File: config.mk
export PLATFORM = sky130hd
export DESIGN_NAME = cix_iter
export DESIGN_NICKNAME = d
export VERILOG_FILES = /design/src/rtl/cix_iter.sv
export SDC_FILE = /design/constraint.sdc
export NUM_CORES = 1
export LEC_CHECK = 0
export CORE_ASPECT_RATIO = 1.25
export CORE_MARGIN = 1
export CORE_UTILIZATION = 47
export CTS_CLUSTER_DIAMETER = 60
export DETAILED_ROUTE_END_ITERATION = 16
export PLACE_DENSITY = 0.74
export SLEW_MARGIN = 20
export SYNTH_ARGS = -nofsm -noshare
export SYNTH_HDL_FRONTEND = slang
export SYNTH_SLANG_ARGS = --single-unit
File: constraint.sdc
create_clock -name clock -period 2.87 [get_ports clock]
set_input_delay 0.861 -clock clock [delete_from_list [all_inputs] [get_ports clock]]
set_output_delay 0.861 -clock clock [all_outputs]
set_load 0.01 [all_outputs]
File: src/rtl/cix_iter.sv
// Multi-cycle bit-count unit (CTO/CTZ/CLO/CLZ/PCNT/ZCNT). Scans a 2**STEP-bit chunk per clock.
// Define CIX_ITER_EARLY_EN to end leading/trailing scans at the first mismatching chunk.
module cix_iter #(
   parameter int ORDER = 3,
   parameter int STEP  = 1
) (
   input  logic                  clock,
   input  logic                  reset,
   input  logic                  in_valid,
   output logic                  in_ready,
   input  logic [2:0]            op,
   input  logic [2**ORDER-1:0]   in,
   output logic                  out_valid,
   input  logic                  out_ready,
   output logic [ORDER:0]        out,
   output logic                  zero
);

   localparam int W  = 2**ORDER;
   localparam int C  = 2**STEP;
   localparam int N  = W / C;
   localparam int IW = ORDER - STEP + 1;

   typedef enum logic [1:0] {IDLE, RUN, DONE} state_t;

   // Operation class kept after capture; op[0] is folded into the operand inversion.
   localparam logic [1:0] K_RSVD  = 2'b00;
   localparam logic [1:0] K_TRAIL = 2'b01;
   localparam logic [1:0] K_LEAD  = 2'b10;
   localparam logic [1:0] K_POP   = 2'b11;

   state_t          state;
   logic [1:0]      kind_q;
   logic [W-1:0]    data_q;
   logic [ORDER:0]  acc;
   logic [IW-1:0]   idx;
   logic            term;
   logic            fin;

   logic [IW-1:0]   sel;
   logic [C-1:0]    chunk;
   logic [ORDER:0]  run_len;
   logic [ORDER:0]  pop;
   logic [ORDER:0]  add;
   logic            mismatch;
   logic            last;

   function automatic logic [ORDER:0] pop_f(input logic [C-1:0] c);
      logic [ORDER:0] cnt;
      cnt = '0;
      for (int i = 0; i < C; i++) cnt = cnt + (ORDER+1)'(c[i]);
      return cnt;
   endfunction

   // Length of the run of ones starting at the scan-side edge of the chunk.
   function automatic logic [ORDER:0] run_f(input logic [C-1:0] c, input logic from_msb);
      logic [ORDER:0] cnt;
      logic           stop;
      logic           b;
      cnt  = '0;
      stop = 1'b0;
      for (int i = 0; i < C; i++) begin
         b = from_msb ? c[C-1-i] : c[i];
         if (!stop && b) cnt = cnt + 1'b1;
         else            stop = 1'b1;
      end
      return cnt;
   endfunction

   // NOTE: every always_comb output gets a default first so no path can infer a latch.
   always_comb begin
      sel      = (kind_q == K_LEAD) ? IW'(N-1) - idx : idx;
      chunk    = data_q[int'(sel)*C +: C];
      pop      = pop_f(chunk);
      run_len  = run_f(chunk, kind_q == K_LEAD);
      mismatch = (run_len != (ORDER+1)'(C));
      last     = (idx == IW'(N-1));
      add      = '0;
      if (kind_q == K_POP) add = pop;
      else if (!term)      add = run_len;
   end

   // NOTE: all state is updated with non-blocking assignments so every register sees pre-edge values.
   always_ff @(posedge clock) begin
      if (reset) begin
         state     <= IDLE;
         in_ready  <= 1'b1;
         out_valid <= 1'b0;
         out       <= '0;
         zero      <= 1'b0;
         kind_q    <= K_RSVD;
         data_q    <= '0;
         acc       <= '0;
         idx       <= '0;
         term      <= 1'b0;
         fin       <= 1'b0;
      end else begin
         case (state)
            IDLE: begin
               if (in_valid) begin
                  kind_q   <= op[2:1];
                  data_q   <= op[0] ? ~in : in;
                  acc      <= '0;
                  idx      <= '0;
                  term     <= 1'b0;
                  fin      <= 1'b0;
                  in_ready <= 1'b0;
                  state    <= RUN;
               end
            end
            RUN: begin
               if (fin) begin
                  out       <= acc;
                  zero      <= (acc == (ORDER+1)'(W));
                  out_valid <= 1'b1;
                  state     <= DONE;
               end else if (kind_q == K_RSVD) begin
                  fin <= 1'b1;
               end else begin
                  acc <= acc + add;
                  idx <= idx + IW'(1);
                  if (mismatch && kind_q != K_POP) term <= 1'b1;
`ifdef CIX_ITER_EARLY_EN
                  if (last || (mismatch && kind_q != K_POP)) fin <= 1'b1;
`else
                  if (last) fin <= 1'b1;
`endif
               end
            end
            DONE: begin
               if (out_ready) begin
                  out_valid <= 1'b0;
                  in_ready  <= 1'b1;
                  state     <= IDLE;
               end
            end
            default: state <= IDLE;
         endcase
      end
   end

   // K_TRAIL only names the encoding; trailing scan is the non-leading default above.
   logic unused_kind;
   assign unused_kind = (K_TRAIL == 2'b01);

endmodule

Word-level counts from Yosys, hierarchy flattened
Index checks and enable logic that the tools add are counted.
{ "classes": {"add_sub_neg": 5, "multipliers": 0, "div": 0, "magnitude_cmp": 0, "eq_ne": 14, "shift": 1, "mux": 34, "bitwise": 1, "n_reduce_logical": 15} }
{ "ops": {"columns": ["op", "n"], "rows": [
  ["$mux W4", 5],
  ["$ne A2 B2 Y1 const B", 7],
  ["$mux W1", 13],
  ["$mux W3", 4],
  ["$reduce_and A3 Y1", 3],
  ["$mux W2", 4],
  ["$mux W8", 1],
  ["$not A8 Y8", 1],
  ["$pmux W1 S2", 4],
  ["$pmux W4 S2", 1],
  ["$shiftx A8 B5 Y2", 1],
  ["$eq A2 B2 Y1 const B", 3],
  ["$pmux W2 S3", 1],
  ["$pmux W3 S2", 1],
  ["$reduce_and A2 Y1", 3],
  ["$reduce_bool A2 Y1", 3],
  ["$reduce_and A5 Y1", 1],
  ["$add A4 B4 Y4", 1],
  ["$eq A4 B4 Y1 const B", 1],
  ["$logic_not A2 Y1", 2],
  ["$ne A4 B2 Y1 const B", 1],
  ["$reduce_and A4 Y1", 1],
  ["$add A3 B1 Y3 const B", 1],
  ["$eq A3 B2 Y1 const B", 1],
  ["other kinds (5)", 6]
]} }
{ "word_totals": {"regBits": 28, "latch_bits": 0, "ram_bits": 0, "mem_bits_ro": 0, "inputBits": 15, "out_inout_bits": 7, "elab_cells": 81, "memories": 0} }

Depth between registers and ports, before layout
{ "depth": {"ltp_word": 13, "depth_mapped": 16, "depth_no_buf": 14} }

Worst setup path after synthesis
Ideal clock, no wire load.
{ "synth_timing": {"path_type": "register to register", "start": "register kind_q[0]", "end": "register acc[1]", "setup_time_ns": 0.128, "arrival_time_ns": 2.608, "required_time_ns": 2.742, "setup_slack_ns": 0.135, "stages_incl_launch_ff": 15, "n_path_buf": 2, "cell_sequence": "dfxtp_1 > buf_6 > nor2b_4 > buf_6 > mux2i_1 > a222oi_1 > nand2_1 > or4_1 > a31oi_1 > ha_1 > inv_1 > fa_1 > nor3_1 > a21oi_1 > nor2_1"} }
{ "synth_via": {"elab_chain_len": 13} }
{ "synth_lines": {"columns": ["item", "line", "text"], "rows": [
  ["start: declaration", "33", "logic [1:0] kind_q;"],
  ["start signal: assignment", "101", "kind_q <= op[2:1];"],
  ["$eq A2 B2 Y1", "72, 75", null],
  ["$mux W3", "72", "sel = (kind_q == K_LEAD) ? IW'(N-1) - idx : idx;"],
  ["$shiftx A8 B5 Y2", "73", "chunk = data_q[int'(sel)*C +: C];"],
  ["$mux W1", "63", "b = from_msb ? c[C-1-i] : c[i];"],
  ["$mux W1", "64", "if (!stop && b) cnt = cnt + 1'b1;"],
  ["$add A1 B1 Y2", "64", null],
  ["$mux W2", "64", null],
  ["$mux W4", "80", "else if (!term) add = run_len;"],
  ["$mux W4", "79", "if (kind_q == K_POP) add = pop;"],
  ["$add A4 B4 Y4", "120", "acc <= acc + add;"],
  ["$mux W4", "117", "end else if (kind_q == K_RSVD) begin"],
  ["$mux W4", "112", "if (fin) begin"],
  ["$pmux W4 S2", "98", "case (state)"],
  ["end signal: assignment", "120", null],
  ["end: declaration", "35", "logic [ORDER:0] acc;"]
]} }
Parallel ways exist; a longest one is shown, timed or not. The select of a mux whose other input is x is not followed.
A chain may end at the register's enable or synchronous reset.

Worst setup path in the final report
Same ends and word-level chain as after synthesis.

==> impl_metrics.yaml <==
outcome:
  status: "finished, violations left"
  violations: "negative setup slack"
global_routing:
  grt_max_degree: 18
  antenna_found_initial: 0
  grt_pass1_vias: 1268
  grt_use_met1_pct: 22.6
  grt_use_met2_pct: 42.4
  grt_overflow: 0
  grt_pass1_wl_um: 5440
  top_usage_layer: "met2"
  met3_usage_pct: 2.14
  track_usage_pct: 21.7
layout:
  fillCellCount: 272
  drive_gt1_share_pct: 13.7
  stdcell_count: 233
  area_growth_pct: 25.4
  antenna_cells: 0
  fin_area_um2: 1800
  nets: 218
  final_core_util_pct: 61.6
place:
  placed_cells: 227
  port_buffers: 21
  placed_area_um2: 1690
  gp_congestion: 0.885
  dp_hpwl_um: 2310
power_and_ir_drop:
  ir_drop_v: 0.000365
  p_seq_share_pct: 53.1
  intPower_uw: 576
  p_sw_uw: 229
  p_clk_share_pct: 24.4
  swShare_pct: 28.5
  static-leakage-power_nw: 0.633
  p_per_area_nw_per_um2: 448
  pwr-share-comb_pct: 22.4
worst_setup_path:
  ff2ff_setup_slack_ps: -20
  path_cells: "nor2b_4, mux2i_1, a222oi_1, nand2_1, or4_4, a31oi_4, ha_4, inv_2, fa_1, nor3_2, a21oi_1, nor2_1"
  crit_end: "acc[1]"
  critPathBufInv: 1
  worst_r2r_path_depth: 12
  arrival_ps: 3120
  reg2reg_to: "acc[1]"
  startpoint_type: "register"
  crit_slowest_cell: "fa_1"
  worst-path-max-fanout: 4
  critPathKind: "reg2reg"
  rr_startpoint: "kind_q[0]"
  cp_top_family: "simple AND/OR/NAND/NOR gates"
  critPathLaunch: "kind_q[0]"
  cp.depth: 12
  endpoint_kind: "register"
  slowest_delay_ps: 490
  critPathRequiredTime_ps: 3090
floorplan:
  core_um2: 2920
  initial_core_util_pct: 49.1
  die_w_um: 51.4
  row_count: 22
  die_h_um: 63.8
  die_area_um2: 3280
  io_pins: 22
clocking:
  cts_tree: "done"
  root_buffer: "clkbuf_4"
  cts.hold.buffers_added: 0
  numCtsBuffers: 3
  clock-sinks: 28
  clk_path_buf_depth: 2
  clk_pin_slew_ps: 150
  h-tree-depth: 1
  insertion_delay_ps: 340
synthesis:
  yosys-top-cells-area: "dfxtp_1 (39%), a21oi_1 (7.0%), xnor2_1 (6.7%)"
  synthArstFlopShare_pct: 0
  synth.net_count: 194
  yosysMostFrequentCell: "dfxtp_1"
  synthesis.instances: 174
  yosysSeqAreaShare_pct: 39.1
  synthMuxAreaShare_pct: 2.79
  synth.avg_cell_area_um2: 8.24
  synth_top_cell_by_area: "dfxtp_1"
  synth_simple_gate_area_share_pct: 21.4
  ys_types: 35
  synthesis.area_um2: 1430
  synth_common_cells: "dfxtp_1 (28), nor2_1 (22), a21oi_1 (20)"
  synth_edf_count: 0
  synth_compound_area_share_pct: 19.0
  synth_top_family_by_area: "simple AND/OR/NAND/NOR gates"
  ys_seq_elements: 28
  synth_top_area_share_pct: 39.1
  synth-adder-area-share_pct: 4.89
  synth_xor_area_share_pct: 7.33
  yosysWarnings: 0
  ys.flop_type: "dfxtp_1"
run:
  max_cap_violations: 0
sta:
  slew_headroom_pct: 61.9
  min_period_ps: 2890
  hold_viol_final: 0
  slew_violations: 0
  rsz0062_at_grt: "true"
  fin_crit_sh_pct: 101
  fmax_ghz: 0.345
  setup_ws_ps: -24.6
  setup-violations-final: 1
  skew_ps: 6.99
  tightest_slew_ps: 570
detailed_routing:
  ant_nets: 0
  drt_iter0_drc: 41
  wl_per_cell_um: 13.5
  vias: 1271
  drt-pass1-iter-count: 5
  drc_errors: 0
  vias_per_cell: 5.45
  drt-total-wl_um: 3140
hold_path:
  hold_class: "reg2reg"
==> placed cells by master, fill, tap and decap left out, types with 2 or more instances in the layout <==
cell,count
a211oi_1,8
a21oi_1,19
a22oi_1,2
a31oi_4,2
buf_4,9
clkbuf_4,3
clkdlybuf4s50_1,21
dfxtp_1,25
dfxtp_2,3
ha_1,3
inv_1,5
mux2i_1,4
nand2_1,14
nand2b_1,6
nand3_1,7
nor2_1,21
nor2b_1,2
nor3_1,5
o21ai_0,4
xnor2_1,11
==> cells by family (layout without fill, tap and decap cells) <==
kind of cell | count (synthesis) | after routing
DFF | 28 | 28
buffers and inverters | 17 | 40
muxes | 4 | 4
AOI/OAI and AO/OA | 44 | 44
xor gates and xnor gates | 12 | 12
and+or+nand+nor | 64 | 64
adders and majority gates | 5 | 5
==> power groups by stage <==
stage	logic (mW)	registers [mW]	clock network [mW]
after floorplan	0.109	0.432	0
after global placement	0.156	0.435	0
final	0.180	0.428	0.197
after CTS	0.162	0.428	0.202
after global routing	0.200	0.431	0.221
after detailed placement	0.161	0.436	0
==> per-stage QoR <==
stage / hold WS [ps] / power [mW] / TNS, ps / setup WS [ps]
after detailed placement: 449 / 0.597 / 0 / 15.0
after CTS: 468 / 0.792 / 0 / 8.42
after global placement: 443 / 0.591 / 0 / 120
final: 468 / 0.805 / -24.6 / -24.6
after floorplan: 457 / 0.541 / 0 / 135
after global routing: 498 / 0.852 / -444 / -191
==> sequential cells by signal, indices dropped and copies added (netlist names) <==
name	cells
out_valid	1
acc	4
idx	3
term	1
out	4
state	2
zero	1
kind_q	2
fin	1
data_q	8
in_ready	1
==> per-layer routing <==
layer	vias to the layer above	share of wire, %	routed length [um]
met1	595	40	1260
met2	23	57	1790
met5	-	0	0
met4	0	0.86	27
li1	651	-	-
met3	2	2.0	64
==> area by class of cell <==
class	count	area, um2	share of cell area [%]
Multi-Input combinational cell	129	852	47.4
Tap cell	36	45.0	2.51
Timing Repair Buffer	30	278	15.4
Inverter	6	22.5	1.25
Sequential cell	28	564	31.4
Clock buffer	4	36.3	2.02
==> worst min-delay path by stage <==
stage	from	to	slack (ps)	cells after the start
floorplan	acc[0]	acc[0]	460	2
global route	out[2]	out[2]	500	2
CTS	out[2]	out[2]	470	2
finish	out[2]	out[2]	470	2
global placement	out[0]	out[0]	440	2
detailed placement	out[2]	out[2]	450	2
==> worst min-delay path: cells and delay by family (launching register included) <==
family             cells  cell delay (ps)
DFF                    1              340
AOI/OAI and AO/OA      1               50
and+or+nand+nor        1               50
==> what timing repair did <==
item / CTS / global route
hold endpoints to repair: 0 / 0
resized for setup: 3 / 11
setup buffers: 0 / 2
endpoints found under the setup margin: 2 / 3
pin swaps: 1 / 9
(Power assumes the default switching activity.)
